$ cat config.mk
export PLATFORM = sky130hd
export DESIGN_NAME = pulse_sched_ctrl
export DESIGN_NICKNAME = d
export VERILOG_FILES = /design/src/rtl/pulse_sched_ctrl.sv
export SDC_FILE = /design/constraint.sdc
export NUM_CORES = 1
export LEC_CHECK = 0
export BUFFER_PORTS_ARGS = -buffer_cell sky130_fd_sc_hd__clkbuf_2
export CORE_ASPECT_RATIO = 1.75
export CORE_MARGIN = 5
export CORE_UTILIZATION = 55
export CTS_BUF_LIST = sky130_fd_sc_hd__clkbuf_16
export DETAILED_ROUTE_END_ITERATION = 16
export PLACE_DENSITY = 0.76
export SETUP_SLACK_MARGIN = 0.5
export SLEW_MARGIN = 20
export SYNTH_ARGS = -nofsm -noshare
export SYNTH_HDL_FRONTEND = slang
export SYNTH_SLANG_ARGS = --single-unit
$ cat constraint.sdc
create_clock -name clk -period 9 [get_ports clk]
set_clock_uncertainty 0.2 [all_clocks]
set_input_delay 0.9 -clock clk [delete_from_list [all_inputs] [get_ports clk]]
set_output_delay 0.9 -clock clk [all_outputs]
set_load 0.005 [all_outputs]
$ cat src/rtl/pulse_sched_ctrl.sv
// pulse_sched_ctrl: command FIFO and run sequencer for time_ctrl start/WAIT_REG.
// Optional busy-handshake timeout: define PULSE_SCHED_TIMEOUT_EN.
module pulse_sched_ctrl #(
  parameter int B       = 8,
  parameter int RW      = 8,
  parameter int GW      = 16,
  parameter int FIFO_AW = 3,
  parameter int TMO     = 16
) (
  input  logic              clk,
  input  logic              rstn,
  input  logic [GW+RW+B-1:0] s_cmd_tdata,
  input  logic              s_cmd_tvalid,
  output logic              s_cmd_tready,
  input  logic              en,
  input  logic              abort,
  output logic              tc_start,
  input  logic              tc_busy,
  output logic [B-1:0]      tc_wait,
  output logic              done,
  output logic              idle,
  output logic              err,
  output logic [FIFO_AW:0]  fifo_cnt
);
  localparam int DEPTH = 2**FIFO_AW;
  localparam int CW    = GW+RW+B;

  typedef enum logic [2:0] {
    S_IDLE, S_LOAD, S_START, S_RUN, S_GAP, S_FLUSH
  } state_t;

  state_t             r_state;
  logic [CW-1:0]      r_mem [DEPTH];
  logic [FIFO_AW-1:0] r_wp;
  logic [FIFO_AW-1:0] r_rp;
  logic [FIFO_AW:0]   r_cnt;
  logic               r_rdy;
  logic [RW-1:0]      r_rep;
  logic [GW-1:0]      r_gap;
  logic [GW-1:0]      r_gcnt;
  logic               r_fcnt;
  logic               w_full;
  logic               w_empty;
  logic               w_push;
  logic               w_pop;
  logic [CW-1:0]      w_head;
  logic [GW-1:0]      w_gap_in;
  logic [GW-1:0]      w_gap_lat;

  assign w_full       = r_cnt == (FIFO_AW+1)'(DEPTH);
  assign w_empty      = r_cnt == '0;
  assign s_cmd_tready = r_rdy & !w_full & !abort;
  assign w_push       = s_cmd_tvalid & s_cmd_tready;
  assign w_pop        = (r_state == S_LOAD) & !abort;
  assign w_head       = r_mem[r_rp];
  assign w_gap_in     = w_head[CW-1 -: GW];
  assign w_gap_lat    = (w_gap_in < GW'(2)) ? GW'(2) : w_gap_in;
  assign fifo_cnt     = r_cnt;

  always_ff @(posedge clk) begin
    if (w_push) r_mem[r_wp] <= s_cmd_tdata;
  end

  always_ff @(posedge clk) begin
    if (!rstn) begin
      r_wp  <= '0;
      r_rp  <= '0;
      r_cnt <= '0;
      r_rdy <= 1'b0;
    end else begin
      r_rdy <= 1'b1;
      if (abort) begin
        r_wp  <= '0;
        r_rp  <= '0;
        r_cnt <= '0;
      end else begin
        if (w_push) r_wp <= r_wp + FIFO_AW'(1);
        if (w_pop)  r_rp <= r_rp + FIFO_AW'(1);
        case ({w_push, w_pop})
          2'b10:   r_cnt <= r_cnt + (FIFO_AW+1)'(1);
          2'b01:   r_cnt <= r_cnt - (FIFO_AW+1)'(1);
          default: r_cnt <= r_cnt;
        endcase
      end
    end
  end

`ifdef PULSE_SCHED_TIMEOUT_EN
  localparam int TCW = $clog2(TMO+1);
  logic [TCW-1:0] r_tcnt;
  logic           r_err;
  assign err = r_err;
`else
  assign err = 1'b0;
`endif

  always_ff @(posedge clk) begin
    if (!rstn) begin
      r_state  <= S_IDLE;
      tc_start <= 1'b0;
      tc_wait  <= '0;
      done     <= 1'b0;
      idle     <= 1'b1;
      r_rep    <= '0;
      r_gap    <= '0;
      r_gcnt   <= '0;
      r_fcnt   <= 1'b0;
`ifdef PULSE_SCHED_TIMEOUT_EN
      r_tcnt   <= '0;
      r_err    <= 1'b0;
`endif
    end else begin
      done <= 1'b0;
`ifdef PULSE_SCHED_TIMEOUT_EN
      if (r_state != S_START) r_tcnt <= '0;
`endif
      if (abort) begin
        if (r_state != S_FLUSH) r_fcnt <= 1'b0;
        r_state  <= S_FLUSH;
        tc_start <= 1'b0;
        idle     <= 1'b0;
      end else begin
        unique case (r_state)
          S_IDLE: begin
            if (en & !w_empty) begin
              r_state <= S_LOAD;
              idle    <= 1'b0;
            end
          end
          S_LOAD: begin
            tc_wait  <= w_head[B-1:0];
            r_rep    <= w_head[B +: RW];
            r_gap    <= w_gap_lat;
            tc_start <= 1'b1;
            r_state  <= S_START;
          end
          S_START: begin
            if (tc_busy) r_state <= S_RUN;
`ifdef PULSE_SCHED_TIMEOUT_EN
            else if (r_tcnt == TCW'(TMO-1)) begin
              r_err    <= 1'b1;
              tc_start <= 1'b0;
              r_fcnt   <= 1'b0;
              r_state  <= S_FLUSH;
            end else r_tcnt <= r_tcnt + TCW'(1);
`endif
          end
          S_RUN: begin
            if (!tc_busy) begin
              tc_start <= 1'b0;
              r_gcnt   <= r_gap - GW'(1);
              r_state  <= S_GAP;
            end
          end
          // start stays low for exactly r_gap cycles between runs
          S_GAP: begin
            if (r_gcnt != '0) r_gcnt <= r_gcnt - GW'(1);
            else if (r_rep != '0) begin
              r_rep    <= r_rep - RW'(1);
              tc_start <= 1'b1;
              r_state  <= S_START;
            end else begin
              done <= 1'b1;
              if (en & !w_empty) r_state <= S_LOAD;
              else begin
                r_state <= S_IDLE;
                idle    <= 1'b1;
              end
            end
          end
          S_FLUSH: begin
            if (tc_busy) r_fcnt <= 1'b0;
            else if (r_fcnt) begin
              r_state <= S_IDLE;
              idle    <= 1'b1;
            end else r_fcnt <= 1'b1;
          end
          default: r_state <= S_IDLE;
        endcase
      end
    end
  end
endmodule
== After elaboration in Yosys (flattened, before gate mapping) ==
Memory sizes are Yosys's and may differ from the RTL's. A register that Yosys moved wholly into a read port is not among the register bits.
Cells that the tools add are included.
Widths: inputs -> output; s select.
Cells by class
  add/subtract/negate cells: 7
  multipliers: 0
  divide/modulo/power cells: 0
  order comparisons: 1
  equality and inequality tests: 26
  shift operators: 0
  mux-type cells: 40
  bitwise operators: 8
  reduce and logical (&&, ||, !) cells: 23
Operators with widths (count)
  $mux 16: 3
  $pmux 16 s2: 1
  $sub 16x1->16 const B: 2
  $mux 3: 9
  $ne 3x3->1 const B: 9
  $mux 1: 19
  $pmux 3 s6: 1
  $lt 16x2->1 const B: 1
  $mux 8: 2
  $ne 2x2->1 const B: 8
  $pmux 8 s2: 1
  $reduce_bool 16->1: 1
  $reduce_and 4->1: 3
  $reduce_and 6->1: 2
  $pmux 4 s2: 1
  $reduce_bool 2->1: 4
  $reduce_bool 8->1: 1
  $sub 8x1->8 const B: 1
  $reduce_and 7->1: 1
  $add 3x1->3 const B: 2
  $eq 3x2->1 const B: 2
  $eq 3x3->1 const B: 2
  $pmux 1 s3: 2
  $and 1x1->1: 5
  17 further kinds: 22
Storage, ports and cells
  flip-flop bits (word level): 66
  latch bits: 0
  memory bits (writable): 256
  ROM bits: 0
  bits of input ports: 38
  output and inout port bits: 17
  logic and storage cells: 120
  memories: 1
Memory list
  r_mem: depth 8, width 32, rd ports 1, clocked after Yosys merged registers in 1, write ports 1, RTL line 33  | logic [CW-1:0] r_mem [DEPTH];

== Logic depth before layout (Yosys ltp) ==
  depth after elaboration: 8
  mapped depth: 12
  mapped depth without buffers: 11

== Worst setup path after synthesis ==
OpenSTA, ideal clock, no wires.
  kind: input port to flip-flop
  from: input port abort
  to: memory r_mem[0][0] in the netlist's numbering, enable pin
  library setup time: 0.461 ns
  arrival time: 3.766 ns
  data required time: 8.339 ns
  setup slack: 4.573 ns
  stages: 5
  path through: nand2b_1 -> a21oi_1 -> and2_1 -> nand2b_1 -> nor3_1
On the way
  cells in the longest elaborated chain, start to end: 5
RTL lines
  start: declaration: RTL line 16  | input logic abort,
  $logic_not 1->1: RTL line 52  | assign s_cmd_tready = r_rdy & !w_full & !abort;
  $and 1x1->1: RTL line 52
  net s_cmd_tready: RTL line 14  | output logic s_cmd_tready,
  $and 1x1->1: RTL line 53  | assign w_push = s_cmd_tvalid & s_cmd_tready;
  $mux 1: RTL line 61  | if (w_push) r_mem[r_wp] <= s_cmd_tdata;
  $mux 1 (implied by the code): RTL line 61
  end: declaration: RTL line 33
The timed path passes the listed nets, and every way through them passes these cells.

== Worst setup path in the final report ==
  from: register r_state[1]
  to: register r_gcnt[14]
On the way
  cells in the longest elaborated chain, start to end: 3
  elaborated cells on any way between the ends: 7
RTL lines
  start: declaration: RTL line 32  | state_t r_state;
  start signal: assignment: RTL line 99  | r_state <= S_IDLE;
  start signal: assignment: RTL line 119  | r_state <= S_FLUSH;
  start signal: assignment: RTL line 126  | r_state <= S_LOAD;
  $eq 3x3->1 or $eq 3x2->1 (tied branches): RTL line 123  | unique case (r_state)
  $ne 2x2->1 (no source line) or $reduce_bool 2->1 (tied branches)
  $reduce_and 4->1 (no source line)
  end signal: assignment: RTL line 151  | r_gcnt <= r_gap - GW'(1);
  end signal: assignment: RTL line 157  | if (r_gcnt != '0) r_gcnt <= r_gcnt - GW'(1);
  end: declaration: RTL line 40  | logic [GW-1:0] r_gcnt;
Several ways; a longest one is shown, not always the timed one.
A chain may end at the register's enable or synchronous reset.

==> run metrics <==
Hold Worst Slack=0.283 ns; EDFF count, synth=256; pin count of the biggest net entering global routing=54; ys flop type=edfxtp_1; CTS tree=built; CP max stage cell=dfxtp_1; slowest stage delay, CP=0.63 ns; die footprint=0.0277 mm2; DRC=0; r2r setup slk=5.16 ns; Hold Path Depth=2; Met1 Wirelength=10,100 um; fraction of layout cells with a size suffix above 1=0.193; CTS Buf Count=28; number of global-route vias before repair=7,932; R2R cell count=10; first-pass GRT wire length=42,900 um; # port buffers=53; Hold Crit Class=reg2reg; Peak Freq=260 MHz; Seq/Total Area, Yosys=0.678; syn nets=935; post-route antenna net violation count=0; starting density of the core=0.557; post-synthesis simple-gate area fraction=0.0787; Post-Syn Area=0.0134 mm2; Vias/cell=6.12; synth warn=0; GRT Total Usage=0.197; Pwr per Cell Area=211 mW/mm2; compound-gate portion of the synthesized area=0.0863; setup bufs post-CTS=0; clock buffer depth=3; Reg-to-Reg Start=r_state[1]$_SDFFE_PP0P_; clock sinks=325; CTS Hold Bufs=0; worst slew pin tran=1.12 ns; total length of routed wires=26,800 um; Critical path buffers and inverters=1; # rows=75; Cell Chain, Critical Path=or3b_1 -> buf_4 -> mux2i_1 -> ha_1 -> nor4b_1 -> and3_1 -> a22o_1 -> o21ai_1 -> or4_1 -> a31oi_1; Final nets=981; TNS Setup=0 ns; CTS root buf=clkbuf_16; final setup vio count=0; dpl hpwl=16,700 um; multiplexer area fraction after synthesis=0.122; RSZ-0062 raised after global routing=no; max-cap violation count=0; period utilization=0.427; Post-Synth Adder-Cell Area=0.00749; worst skew pair latency=0.55 ns; status=finished clean; antenna violations before repair=0; Vias=7,736; cts repair resizes=0; met2 WL=14,600 um; Critical R2R Capture=r_gcnt[14]$_SDFFE_PN0P_; # fillers=1,769; WHS Endpoint=idle$_SDFFE_PN1P_; Die Y=216 um; CP endpoint kind=register; flops & latches, synth=325; area grow syn2layout=11.6%; Arrival @ worst endpoint=4.11 ns; Top Family by Delay on Critical Path=simple AND/OR/NAND/NOR gates; Final min period=3.84 ns; GRT overflow=0; asr flop ratio synth=0; Mean Syn Cell Area=15.0 um2; DR iter-0 viols=579; Netlist cell types=70; Leakage=4.79 nW; met3 WL=1280 um; Worst Min Path Start=idle$_SDFFE_PN1P_; top-area cell type share of the netlist area=0.575; top cells by area, synth=edfxtp_1 (57%), dfxtp_1 (10%), mux4_2 (8.4%); Setup crit start kind=register; Synth Area in XOR/XNOR=0.00590; DRT Pass-1 Iters=5; CTS H-tree depth=1; fin. max-slew vios=0; CORE AREA=0.0240 mm2; relative slew slack=0.249; cell count after synthesis=889; cell taking the most area after synthesis=edfxtp_1; critical path fanouts, max=49; top sig layer=met4; CP required=9.26 ns; largest family of logic cells by synthesized area=multiplexers; n_diodes=0; WL/cell=21.2 um; CP Class=reg2reg; boundary pin count=55; VDD IR max=0.183 mV; Final GP Congestion=0.840; die width=128 um; final hold vios=0; clock transition at the registers of the reported paths=0.07 ns
[cells by family (layout without fill, tap and decap cells)]
kind of cell / after synthesis / count (layout)
DFF: 325 / 325
and+or+nand+nor: 212 / 212
AOI/OAI and AO/OA: 174 / 174
muxes: 100 / 100
buffers and inverters: 60 / 128
xor gates and xnor gates: 9 / 9
adders and majority gates: 8 / 8
other: 1 / 1
[routing by layer]
metal / vias up / GRT usage
met3: 46 / 0.0222
met2: 209 / 0.358
met5: - / 0
met4: 0 / 0.0740
met1: 3873 / 0.237
li1: 3608 / -
[tightest hold or removal path: stages, from the launching register on]
cell	delay, ns
dfxtp_1	0.31
nand2_1	0.05
o211ai_1	0.07
[synth_stat cells, types with 7 or more instances]
library cell / number
nand2_1: 51
a211oi_1: 24
nand2b_1: 11
o21ai_1: 14
nor2_1: 70
dfxtp_1: 69
or3_1: 8
nor3_1: 18
o22ai_1: 15
o21ai_0: 13
mux4_2: 50
nand3_1: 7
edfxtp_1: 256
clkbuf_1: 32
mux2i_1: 50
a31oi_1: 9
ha_1: 8
a21oi_1: 47
[registers in the layout, indices dropped and copies added (netlist names), 3 cells and up, named ones only]
signal / count
r_gcnt: 16
r_mem: 256
r_rp: 3
r_rep: 8
tc_wait: 8
fifo_cnt: 4
r_state: 3
r_wp: 3
r_gap: 16
[final cells by class]
type	count	area [um2]	share of cell area
sequential	325	9070	0.608
multi-input combinational	504	4090	0.274
tap	308	385	0.0258
inverter	9	33.8	0.00226
clock inverter	23	178	0.0119
clock buffer	29	726	0.0486
timing repair buffer	67	440	0.0295
[through the flow]
stage | cells | setup slack, ns | util | instance area (um2) | total power [W]
2_1_floorplan | 889 | 4.57 | - | 13400 | 0.00191
3_3_place_gp | 1208 | 5.15 | 0.579 | 13900 | 0.00199
3_5_place_dp | 1211 | 5.01 | 0.581 | 14000 | 0.00200
4_1_cts | 1263 | 5.21 | 0.619 | 14900 | 0.00316
5_1_grt | 1265 | 4.80 | 0.621 | 14900 | 0.00327
6_report | 1265 | 5.16 | 0.621 | 14900 | 0.00315
[cell usage in the layout (no fill, tap or decap), types with 14 or more instances in the layout]
| cell type | instances |
|---|---|
| edfxtp_1 | 256 |
| dfxtp_1 | 67 |
| nor2_1 | 64 |
| clkbuf_2 | 53 |
| nand2_1 | 51 |
| mux4_2 | 50 |
| mux2i_1 | 50 |
| a21oi_1 | 47 |
| clkbuf_16 | 29 |
| a211oi_1 | 24 |
| nor3_1 | 15 |
| o22ai_1 | 15 |
| o21ai_1 | 14 |
[where the power goes]
| group | internal (W) | total (W) | switching (W) |
|---|---|---|---|
| clock network | 0.000646 | 0.00117 | 0.000528 |
| logic | 0.000116 | 0.000290 | 0.000174 |
| registers | 0.00164 | 0.00168 | 0.0000368 |
| total | 0.00241 | 0.00315 | 0.000739 |
[worst max path at each step]
stage | cells past startpoint | start | slack, ns | end
floorplan | 5 | abort | 4.57 | r_mem[0][0]$_DFFE_PP_
global placement | 7 | abort | 5.15 | r_mem[1][11]$_DFFE_PP_
detailed placement | 7 | abort | 5.01 | r_mem[1][5]$_DFFE_PP_
CTS | 10 | r_state[1]$_SDFFE_PP0P_ | 5.21 | r_gcnt[14]$_SDFFE_PN0P_
global route | 10 | r_state[0]$_SDFFE_PN0P_ | 4.80 | r_gcnt[14]$_SDFFE_PN0P_
finish | 10 | r_state[1]$_SDFFE_PP0P_ | 5.16 | r_gcnt[14]$_SDFFE_PN0P_
No activity file was read; power rests on OpenSTA's default activity.
